**config.mk**
```make
export PLATFORM = sky130hd
export DESIGN_NAME = alu_exec_stage_flat
export DESIGN_NICKNAME = d
export VERILOG_FILES = /design/src/rtl/alu_exec_if.sv /design/src/rtl/alu_exec_stage.sv /design/src/flat_wrapper.sv
export SDC_FILE = /design/constraint.sdc
export NUM_CORES = 1
export LEC_CHECK = 0
export ABC_AREA = 0
export BUFFER_PORTS_ARGS = -buffer_cell sky130_fd_sc_hd__buf_2
export CORE_MARGIN = 3
export CORE_UTILIZATION = 50
export CTS_CLUSTER_SIZE = 12
export DETAILED_ROUTE_END_ITERATION = 12
export PLACE_DENSITY = 0.73
export SYNTH_ARGS = -nofsm -noshare
export SYNTH_HDL_FRONTEND = slang
export SYNTH_SLANG_ARGS = --single-unit
```
**constraint.sdc**
```tcl
create_clock -name clk -period 4.5 [get_ports clk]
set_clock_uncertainty 0.15 [all_clocks]
set_input_delay 1.35 -clock clk [delete_from_list [all_inputs] [get_ports clk]]
set_output_delay 1.35 -clock clk [all_outputs]
set_load 0.02 [all_outputs]
```
**src/rtl/alu_exec_if.sv**
```systemverilog
// -----------------------------------------------------------------------------
// alu_exec_if
// Groups the handshake and data signals of the ALU execute stage.
//
//   Upstream side (shifter -> execute):
//     in_valid, in_ready, opcode, set_flags, cond_pass,
//     rn_data, op2_data, shifter_carry, rd_addr_in
//   Downstream side (execute -> writeback):
//     out_valid, out_ready, result, rd_addr_out, write_en
//   Architectural state:
//     flags (NZCV, bit 3 = N, bit 0 = V)
//
// Modports:
//   slave  - the execute stage itself
//   master - whatever drives the stage (upstream + writeback, or a bench)
// -----------------------------------------------------------------------------
interface alu_exec_if #(
   parameter int REG_ADDR_W = 4
);
   logic                  in_valid;
   logic                  in_ready;
   logic [3:0]            opcode;
   logic                  set_flags;
   logic                  cond_pass;
   logic [31:0]           rn_data;
   logic [31:0]           op2_data;
   logic                  shifter_carry;
   logic [REG_ADDR_W-1:0] rd_addr_in;

   logic                  out_valid;
   logic                  out_ready;
   logic [31:0]           result;
   logic [REG_ADDR_W-1:0] rd_addr_out;
   logic                  write_en;
   logic [3:0]            flags;

   modport slave (
      input  in_valid, opcode, set_flags, cond_pass, rn_data, op2_data,
             shifter_carry, rd_addr_in, out_ready,
      output in_ready, out_valid, result, rd_addr_out, write_en, flags
   );

   modport master (
      output in_valid, opcode, set_flags, cond_pass, rn_data, op2_data,
             shifter_carry, rd_addr_in, out_ready,
      input  in_ready, out_valid, result, rd_addr_out, write_en, flags
   );
endinterface

```
**src/rtl/alu_exec_stage.sv**
```systemverilog
// -----------------------------------------------------------------------------
// alu_exec_stage
// Execute stage sitting directly after the operand-2 shifter. Performs the 16
// ARM data-processing operations on Rn and shifted operand 2, registers the
// result and destination tag into a single valid/ready pipeline slot toward
// writeback, and owns the architectural NZCV flag register.
//
// Ports:
//   clk          - rising-edge clock
//   reset        - asynchronous, active-high reset
//   bus (slave)  - alu_exec_if: upstream handshake/operands, downstream
//                  handshake/result/tag/write enable, NZCV flags
//   stall_count  - (only with EXEC_STALL_CNT_EN) saturating 16-bit count of
//                  cycles where the slot is full and writeback is not ready
//
// Optional feature macro: EXEC_STALL_CNT_EN
//
// Parameters:
//   REG_ADDR_W   - width of the destination register tag
//   FLAGS_RESET  - NZCV value loaded on reset
// -----------------------------------------------------------------------------
module alu_exec_stage #(
   parameter int         REG_ADDR_W  = 4,
   parameter logic [3:0] FLAGS_RESET = 4'b0000
) (
   input  logic        clk,
   input  logic        reset,
   alu_exec_if.slave   bus
`ifdef EXEC_STALL_CNT_EN
   ,
   output logic [15:0] stall_count
`endif
);

   typedef enum logic [3:0] {
      OP_AND = 4'h0,
      OP_EOR = 4'h1,
      OP_SUB = 4'h2,
      OP_RSB = 4'h3,
      OP_ADD = 4'h4,
      OP_ADC = 4'h5,
      OP_SBC = 4'h6,
      OP_RSC = 4'h7,
      OP_TST = 4'h8,
      OP_TEQ = 4'h9,
      OP_CMP = 4'hA,
      OP_CMN = 4'hB,
      OP_ORR = 4'hC,
      OP_MOV = 4'hD,
      OP_BIC = 4'hE,
      OP_MVN = 4'hF
   } alu_op_e;

   // Saturating increment: holds at all-ones instead of wrapping.
   function automatic logic [15:0] sat_inc16(input logic [15:0] val);
      if (val == 16'hFFFF) begin
         return val;
      end
      return val + 16'd1;
   endfunction

   // Pack NZCV from a result and the computed carry/overflow.
   function automatic logic [3:0] pack_nzcv(input logic [31:0] res,
                                            input logic        c,
                                            input logic        v);
      return {res[31], (res == 32'd0), c, v};
   endfunction

   // Slot and architectural state
   logic                  r_out_valid_p1;
   logic [31:0]           r_result_p1;
   logic [REG_ADDR_W-1:0] r_rd_addr_p1;
   logic                  r_write_en_p1;
   logic [3:0]            r_flags;

   // Stage-0 combinational datapath
   alu_op_e               w_op_p0;
   logic                  w_in_ready;
   logic                  w_accept;
   logic                  w_drain;
   logic                  w_cin_p0;
   logic                  w_is_arith_p0;
   logic                  w_is_cmp_p0;
   logic [31:0]           w_add_a_p0;
   logic [31:0]           w_add_b_p0;
   logic                  w_add_ci_p0;
   logic [32:0]           w_sum_p0;
   logic                  w_ovf_p0;
   logic [31:0]           w_logic_p0;
   logic [31:0]           w_res_p0;
   logic                  w_c_p0;
   logic                  w_v_p0;
   logic [3:0]            w_flags_p0;
   logic                  w_we_p0;
   logic                  w_flag_upd_p0;

   assign w_op_p0    = alu_op_e'(bus.opcode);
   assign w_in_ready = !r_out_valid_p1 || bus.out_ready;
   assign w_accept   = bus.in_valid && w_in_ready;
   assign w_drain    = r_out_valid_p1 && bus.out_ready;

   // Carry-in is the architectural C as it stands at accept; a flag update
   // from the previous instruction is already registered by then.
   assign w_cin_p0   = r_flags[1];

   // TST/TEQ/CMP/CMN occupy opcodes 8..B.
   assign w_is_cmp_p0 = (bus.opcode[3:2] == 2'b10);

   // Every arithmetic op is folded onto a single adder: a + b + ci.
   // Subtracts invert the subtrahend and feed 1 (or Cin) as carry-in, which
   // makes bit 32 of the sum the ARM "NOT borrow" carry.
   always_comb begin
      w_add_a_p0    = bus.rn_data;
      w_add_b_p0    = bus.op2_data;
      w_add_ci_p0   = 1'b0;
      w_is_arith_p0 = 1'b1;
      unique case (w_op_p0)
         OP_SUB, OP_CMP: begin
            w_add_b_p0  = ~bus.op2_data;
            w_add_ci_p0 = 1'b1;
         end
         OP_RSB: begin
            w_add_a_p0  = bus.op2_data;
            w_add_b_p0  = ~bus.rn_data;
            w_add_ci_p0 = 1'b1;
         end
         OP_ADD, OP_CMN: begin
            w_add_ci_p0 = 1'b0;
         end
         OP_ADC: begin
            w_add_ci_p0 = w_cin_p0;
         end
         OP_SBC: begin
            w_add_b_p0  = ~bus.op2_data;
            w_add_ci_p0 = w_cin_p0;
         end
         OP_RSC: begin
            w_add_a_p0  = bus.op2_data;
            w_add_b_p0  = ~bus.rn_data;
            w_add_ci_p0 = w_cin_p0;
         end
         default: begin
            w_is_arith_p0 = 1'b0;
         end
      endcase
   end

   assign w_sum_p0 = {1'b0, w_add_a_p0} + {1'b0, w_add_b_p0} + {32'd0, w_add_ci_p0};

   // Signed overflow: both adder inputs share a sign that the sum lacks.
   assign w_ovf_p0 = (w_add_a_p0[31] == w_add_b_p0[31]) &&
                     (w_sum_p0[31] != w_add_a_p0[31]);

   always_comb begin
      w_logic_p0 = 32'd0;
      unique case (w_op_p0)
         OP_AND, OP_TST: w_logic_p0 = bus.rn_data & bus.op2_data;
         OP_EOR, OP_TEQ: w_logic_p0 = bus.rn_data ^ bus.op2_data;
         OP_ORR:         w_logic_p0 = bus.rn_data | bus.op2_data;
         OP_MOV:         w_logic_p0 = bus.op2_data;
         OP_BIC:         w_logic_p0 = bus.rn_data & ~bus.op2_data;
         OP_MVN:         w_logic_p0 = ~bus.op2_data;
         default:        w_logic_p0 = 32'd0;
      endcase
   end

   // Logical ops take C from the shifter and leave V alone.
   assign w_res_p0   = w_is_arith_p0 ? w_sum_p0[31:0] : w_logic_p0;
   assign w_c_p0     = w_is_arith_p0 ? w_sum_p0[32]   : bus.shifter_carry;
   assign w_v_p0     = w_is_arith_p0 ? w_ovf_p0       : r_flags[0];
   assign w_flags_p0 = pack_nzcv(w_res_p0, w_c_p0, w_v_p0);

   assign w_we_p0       = bus.cond_pass && !w_is_cmp_p0;
   assign w_flag_upd_p0 = w_accept && bus.cond_pass && (bus.set_flags || w_is_cmp_p0);

   // ---- stage boundary p0 -> p1: result slot and NZCV register ----
   always_ff @(posedge clk or posedge reset) begin
      if (reset) begin
         r_out_valid_p1 <= 1'b0;
         r_result_p1    <= 32'd0;
         r_rd_addr_p1   <= '0;
         r_write_en_p1  <= 1'b0;
         r_flags        <= FLAGS_RESET;
      end else begin
         if (w_accept) begin
            // Covers both a fresh fill and a same-cycle drain+replace.
            r_out_valid_p1 <= 1'b1;
            r_result_p1    <= w_res_p0;
            r_rd_addr_p1   <= bus.rd_addr_in;
            r_write_en_p1  <= w_we_p0;
         end else if (w_drain) begin
            r_out_valid_p1 <= 1'b0;
         end
         if (w_flag_upd_p0) begin
            r_flags <= w_flags_p0;
         end
      end
   end

`ifdef EXEC_STALL_CNT_EN
   logic [15:0] r_stall_cnt;

   always_ff @(posedge clk or posedge reset) begin
      if (reset) begin
         r_stall_cnt <= 16'd0;
      end else if (r_out_valid_p1 && !bus.out_ready) begin
         r_stall_cnt <= sat_inc16(r_stall_cnt);
      end
   end

   assign stall_count = r_stall_cnt;
`endif

   assign bus.in_ready    = w_in_ready;
   assign bus.out_valid   = r_out_valid_p1;
   assign bus.result      = r_result_p1;
   assign bus.rd_addr_out = r_rd_addr_p1;
   assign bus.write_en    = r_write_en_p1;
   assign bus.flags       = r_flags;

endmodule

```
**src/flat_wrapper.sv**
```systemverilog
// flat-port wrapper written by rule: the top's interface ports become plain ports
module alu_exec_stage_flat 
#(
   parameter int         REG_ADDR_W  = 4,
   parameter logic [3:0] FLAGS_RESET = 4'b0000
)
  (clk, reset, bus_in_valid, bus_opcode, bus_set_flags, bus_cond_pass, bus_rn_data, bus_op2_data, bus_shifter_carry, bus_rd_addr_in, bus_out_ready, bus_in_ready, bus_out_valid, bus_result, bus_rd_addr_out, bus_write_en, bus_flags);
  alu_exec_if #(.REG_ADDR_W(REG_ADDR_W)) bus_i ();
  input  logic clk;
  input  logic reset;
  input wire logic [$bits(bus_i.in_valid)-1:0] bus_in_valid;
  input wire logic [$bits(bus_i.opcode)-1:0] bus_opcode;
  input wire logic [$bits(bus_i.set_flags)-1:0] bus_set_flags;
  input wire logic [$bits(bus_i.cond_pass)-1:0] bus_cond_pass;
  input wire logic [$bits(bus_i.rn_data)-1:0] bus_rn_data;
  input wire logic [$bits(bus_i.op2_data)-1:0] bus_op2_data;
  input wire logic [$bits(bus_i.shifter_carry)-1:0] bus_shifter_carry;
  input wire logic [$bits(bus_i.rd_addr_in)-1:0] bus_rd_addr_in;
  input wire logic [$bits(bus_i.out_ready)-1:0] bus_out_ready;
  output wire logic [$bits(bus_i.in_ready)-1:0] bus_in_ready;
  output wire logic [$bits(bus_i.out_valid)-1:0] bus_out_valid;
  output wire logic [$bits(bus_i.result)-1:0] bus_result;
  output wire logic [$bits(bus_i.rd_addr_out)-1:0] bus_rd_addr_out;
  output wire logic [$bits(bus_i.write_en)-1:0] bus_write_en;
  output wire logic [$bits(bus_i.flags)-1:0] bus_flags;
  assign bus_i.in_valid = bus_in_valid;
  assign bus_i.opcode = bus_opcode;
  assign bus_i.set_flags = bus_set_flags;
  assign bus_i.cond_pass = bus_cond_pass;
  assign bus_i.rn_data = bus_rn_data;
  assign bus_i.op2_data = bus_op2_data;
  assign bus_i.shifter_carry = bus_shifter_carry;
  assign bus_i.rd_addr_in = bus_rd_addr_in;
  assign bus_i.out_ready = bus_out_ready;
  assign bus_in_ready = bus_i.in_ready;
  assign bus_out_valid = bus_i.out_valid;
  assign bus_result = bus_i.result;
  assign bus_rd_addr_out = bus_i.rd_addr_out;
  assign bus_write_en = bus_i.write_en;
  assign bus_flags = bus_i.flags;
  alu_exec_stage #(.REG_ADDR_W(REG_ADDR_W), .FLAGS_RESET(FLAGS_RESET)) u_core (.clk(clk), .reset(reset), .bus(bus_i));
endmodule
```
# Word-level counts from Yosys, hierarchy flattened
# Index checks and enable logic that the tools add are counted.
# Widths: inputs -> output; s select.
totals:
  output_inout_bits: 43
  inputBits: 79
  ff_bits: 42
  elab_cells: 62
op_classes:
  n_eq_ne: 18
  muxes: 9
  addsub: 2
  n_reduce_logical: 21
  bitwise_logic: 6
ops:
  columns: ["operator", "n"]
  rows:
  - ["$pmux 32 s6", 1]
  - ["$and 32x32->32", 2]
  - ["$mux 32", 2]
  - ["$not 32->32", 2]
  - ["$pmux 32 s2", 1]
  - ["$add 32x32->33", 1]
  - ["$add 33x1->33", 1]
  - ["$eq 4x4->1 const B", 8]
  - ["$logic_not 32->1", 1]
  - ["$or 32x32->32", 1]
  - ["$xor 32x32->32", 1]
  - ["$eq 4x3->1 const B", 4]
  - ["$reduce_or 3->1", 3]
  - ["$eq 4x2->1 const B", 2]
  - ["$reduce_or 8->1", 1]
  - ["$logic_and 1x1->1", 6]
  - ["$reduce_or 2->1", 3]
  - ["$eq 4x1->1 const B", 1]
  - ["$logic_not 4->1", 1]
  - ["$mux 1", 4]
  - ["$eq 2x2->1 const B", 1]
  - ["$logic_not 1->1", 2]
  - ["$logic_or 1x1->1", 2]
  - ["$pmux 1 s2", 1]
  - ["4 further kinds", 4]

# Depth between registers and ports, before layout
logic_depth:
  depth_word: 7
  mapped_depth: 24
  depth_no_buf: 17

# Least setup slack after synthesis
# OpenSTA, ideal clock, no wires.
synth_path:
  path_type: "input port to flip-flop"
  start: "in bus_opcode[1]"
  end: "reg u_core.r_flags[2], in the netlist u_core.bus.flags[2]"
  arrival_time_ns: 5.968
  setup_time_ns: 0.076
  slack_ns: -1.695
  required_time_ns: 4.274
  n_path_buf: 8
  cell_stages: 24
  cell_sequence: "buf_2 > buf_6 > buf_2 > buf_2 > buf_1 > buf_1 > nand3_1 > nand2_1 > clkbuf_1 > nand2_1 > o21ai_0 > o21ai_0 > ha_1 > buf_2 > nand3_1 > or3_1 > o21ai_2 > a41oi_2 > xnor2_1 > a221o_1 > or4_1 > nor4_1 > nand3_1 > o21ai_1"
synth_via:
  elab_chain_cells: 7
  word_cells_on_any_way: 32
  classes_between: "2 x add/sub; 15 x eq/ne; 6 x mux; 9 x reduce/logical"
synth_rtl:
  columns: ["element", "line", "source"]
  rows:
  - ["start, declared", "flat_wrapper.sv:12", "input wire logic [$bits(bus_i.opcode)-1:0] bus_opcode;"]
  - ["$eq 4x2->1 (tied with other cells)", "alu_exec_stage.sv:117", "unique case (w_op_p0)"]
  - ["$reduce_or 3->1 (no line) / $reduce_or 2->1 (equally long branches)", null, null]
  - ["$pmux 32 s2 / $mux 32 (equally long branches)", "alu_exec_stage.sv:117", null]
  - ["$add 32x32->33", "alu_exec_stage.sv:148", "assign w_sum_p0 = {1'b0, w_add_a_p0} + {1'b0, w_add_b_p0} + {32'd0, w_add_ci_p0};"]
  - ["$add 33x1->33", "alu_exec_stage.sv:148", null]
  - ["$mux 32 (*)", "alu_exec_stage.sv:168", "assign w_res_p0 = w_is_arith_p0 ? w_sum_p0[31:0] : w_logic_p0;"]
  - ["$logic_not 32->1 (*)", "alu_exec_stage.sv:66", "return {res[31], (res == 32'd0), c, v};"]
  - ["end signal, assigned", "alu_exec_stage.sv:195", "r_flags <= w_flags_p0;"]
  - ["end, declared", "alu_exec_stage.sv:74", "logic [3:0] r_flags;"]
# Every way passes the cells marked *; elsewhere a longest branch is shown, timed or not.
# A chain may end at the register's enable or synchronous reset.

# Worst setup path in the final report
layout_path:
  start: "in bus_opcode[3]"
  end: "reg u_core.r_flags[2], in the netlist u_core.bus.flags[2]"
layout_via:
  elab_chain_cells: 7
  word_cells_on_any_way: 35
  classes_between: "2 x add/sub; 16 x eq/ne; 6 x mux; 11 x reduce/logical"
layout_rtl:
  columns: ["element", "line"]
  rows:
  - ["$eq 4x2->1 (tied with other cells)", "alu_exec_stage.sv:117"]
  - ["$reduce_or 3->1 (no line) / $reduce_or 2->1 (equally long branches)", null]
  - ["$pmux 32 s2 / $mux 32 (equally long branches)", "alu_exec_stage.sv:117"]
  - ["$add 32x32->33", "alu_exec_stage.sv:148"]
  - ["$add 33x1->33", "alu_exec_stage.sv:148"]
  - ["$mux 32", "alu_exec_stage.sv:168"]
  - ["$logic_not 32->1", "alu_exec_stage.sv:66"]
# Parallel ways exist; a longest one is shown, timed or not.

==> out/metrics.cfg <==
[critical_path]
worstSetupEndpointType = register
crit_required_ns = 4.56
crit_chain = buf_12 > clkinv_8 > nand3_4 > nand2_8 > nand2_1 > o21ai_0 > o21ai_1 > ha_1 > buf_6 > a221oi_4 > buf_6 > nand2_2 > xnor2_2 > o211ai_1 > or4_1 > or4_4 > nor4_4 > nand3_1 > o21ai_1
r2r_slack_ns = 0.43
worstPathArrival_ns = 4.93
cp_max_fo = 8
critPathSlowestCell = or4_4
worstReg2RegEnd = u_core.bus.flags[2]
crit_type = input pin to register
max_stage_delay_ns = 0.58
r2r_cells = 17
critPathLaunchType = input pin
r2r-start = u_core.bus.flags[1]

[cts]
clock_path_buffers = 2
cts_tree = done
cts_made_buffers = 5
cts.sink_count = 42
cts_hold_buffers = 0
clkSlewWorstSetupHoldPaths_ns = 0.06
clk_latency_ns = 0.28
root_buffer = clkbuf_16
htreeDepth = 2

[timing]
timing.slew.headroom = 0.475
rsz0062_at_grt = true
hold_viol = 0
finalSetupViolations = 7
hold_ws_ns = 0.319
max_freq_mhz = 205
period_share = 1.08
finalCriticalPeriod_ns = 4.87
tightest_slew_ns = 0.780
setup_ws_ns = -0.371
final_max_slew_viol_count = 0

[synthesis]
synth_cells = 1015
synth_top_family_by_area = compound AO/OA/AOI/OAI gates
synthSimpleGateAreaFrac = 0.210
synth-async-reset-ratio = 1.00
synth.ff_latch_count = 42
synth_ff_type = dfrtp_1
synthMuxAreaShare = 0.0486
yosys.area_share.adder = 0.120
synthesis.area_sq_um = 6900
yosysSeqAreaShare = 0.152
post_synth.cell_area_avg_sq_um = 6.79
synth.distinct_cells = 78
synth-edff-count = 0
yosys_warnings = 0
synth_nets = 1159
synthXorXnorAreaFrac = 0.00889
synth_compound_area_frac = 0.379

[power]
irDropWorstVdd_mv = 0.170
power_leakage_uw = 0.00482
pwr-share-seq = 0.189
p_clk_frac = 0.130
p_int_uw = 1550
powerDensity_nw_per_um2 = 272
p_sw_frac = 0.437
p_switching_uw = 1210
combPwrFrac = 0.681

[hold_path]
hold_end = u_core.bus.result[9]
min_from = u_core.bus.result[9]
min_path_cells = 2
holdCritPathClass = register to register

[placed_design]
port_buffers = 121
place.gp.congestion = 0.939
dpl_worst_slack_ns = -0.896
dp_hpwl_um = 21000

[run_status]
status = complete, but fails checks
violations = negative setup slack

[die]
ios = 122
start_util = 0.517
core_sq_um = 13300
die_y_um = 123
die_w_um = 123
die-area_sq_um = 15200
rows = 42

[global_route]
grt_max_degree = 58
grt_util_all_layers = 0.342
grt_pass1_wl_um = 41400
overflow = 0
antenna_found_initial = 0
grt_pass1_vias = 7870

[route]
routed_via_density = 6.13
drt-pass1-iter-count = 5
route.detailed.drc = 0
dr.first_iter.drc_count = 973
routed_wirelength_um = 27400
ant_nets = 0
vias = 9164
detail_route.wl_per_cell_um = 18.3

[cells_and_area]
drive_above_1_share = 0.367
fin_nets = 1461
area_delta_synth_final_pct = 46.7
nFillCells = 1072
n_antenna_cell = 0

[run]
maxCapViolations = 0

[through the flow]
stage | utilization | std cells | TNS [ns] | instance area, sq um | power [uW]
detailed placement | 0.694 | 1464 | -6.61 | 9260 | 2170
floorplan | - | 1015 | -4.69 | 7140 | 1440
CTS | 0.730 | 1484 | -1.01 | 9750 | 2610
global route | 0.758 | 1494 | -2.38 | 10100 | 2940
global placement | 0.694 | 1464 | -5.32 | 9260 | 2140
finish | 0.758 | 1494 | -0.911 | 10100 | 2750
[sequential cells by signal, summed over array words and instances (netlist names)]
signal and cells:
u_core.bus.flags 4, u_core.bus.rd_addr_out 4, u_core.bus.write_en 1, u_core.bus.result 32, u_core.bus.out_valid 1
[repair_timing]
action                                  4_1_cts  5_1_grt
endpoints found under the setup margin       11       16
buffers inserted                             12       13
gates resized for setup                      61       75
pin swaps                                    33       43
[synthesized netlist by cell type (13+ instances only)]
cell type  count  area (sq um)
a31oi_1       13          81.3
nand2_1      155           582
o21ai_0      178           891
nor3_1        23           115
ha_1          63           788
dfrtp_1       42          1050
a21o_1        15           113
a21oi_1       61           305
buf_2         16          80.1
mux2_2        20           225
a211oi_1      21           158
inv_1         76           285
nor2_1        55           206
nand3_1       19          95.1
clkbuf_1      38           143
[worst max-delay path: cells and delay by family]
kind | cells | cell delay (ns)
AOI/OAI and AO/OA | 5 | 0.79
xor gates and xnor gates | 1 | 0.14
adders and majority gates | 1 | 0.35
buffers and inverters | 4 | 0.45
and+or+nand+nor | 8 | 1.83
[layer usage]
layer / up-vias / part of all wire / routed length (um) / track usage
met1: 4202 / 0.43 / 11900 / 0.504
met4: 0 / 0.027 / 726 / 0.0824
met3: 66 / 0.10 / 2810 / 0.0535
met5: - / 0 / 0 / 0
li1: 4348 / - / - / -
met2: 548 / 0.44 / 11900 / 0.521
[placed cells by master, fill, tap and decap left out, types with 9 or more instances in the layout]
cell,n
mux2i_1,11
a21o_1,15
buf_2,117
nand2_2,9
nor2_1,51
nand2_1,144
o21ai_1,29
mux2_2,19
nand4_1,12
nand3_1,13
nor2b_1,11
nor3_1,18
ha_1,57
dfrtp_1,42
buf_6,13
buf_4,223
a211oi_1,19
o21ai_0,145
a21oi_1,51
inv_1,72
[cells by family (layout without fill, tap and decap cells)]
kind of cell    count (synthesis)  after routing
simple gates                  320            320
mux                            31             31
compound gates                408            408
flops                          42             42
buf+inv                       142            445
xor+xnor                        7              7
fa+ha+maj                      65             65
[area by class of cell]
type | count | area [sq um] | share of cell area
timing repair buffer | 360 | 2530 | 0.250
sequential | 42 | 1050 | 0.104
tap | 176 | 220 | 0.0218
clock inverter | 2 | 12.5 | 0.00124
clock buffer | 6 | 139 | 0.0137
multi-input combinational | 831 | 5860 | 0.579
inverter | 77 | 304 | 0.0301
[power groups by stage]
stage / Sequential [uW] / Combinational, uW / Clock [uW]
2_1_floorplan: 642 / 795 / 0
3_5_place_dp: 528 / 1640 / 0
4_1_cts: 522 / 1720 / 362
3_3_place_gp: 522 / 1620 / 0
6_report: 522 / 1880 / 357
5_1_grt: 534 / 2020 / 386
[how the worst max path moves through the flow]
stage / endpoint / start / slack (ns)
2_1_floorplan: u_core.bus.flags[2] / bus_opcode[1] / -0.80
3_3_place_gp: u_core.bus.flags[2] / bus_opcode[2] / -0.75
3_5_place_dp: u_core.bus.flags[2] / bus_opcode[3] / -0.90
4_1_cts: u_core.bus.flags[2] / bus_opcode[3] / -0.34
5_1_grt: u_core.bus.flags[2] / bus_opcode[3] / -0.49
6_report: u_core.bus.flags[2] / bus_opcode[3] / -0.37
Power figures use the tool's default switching activity.
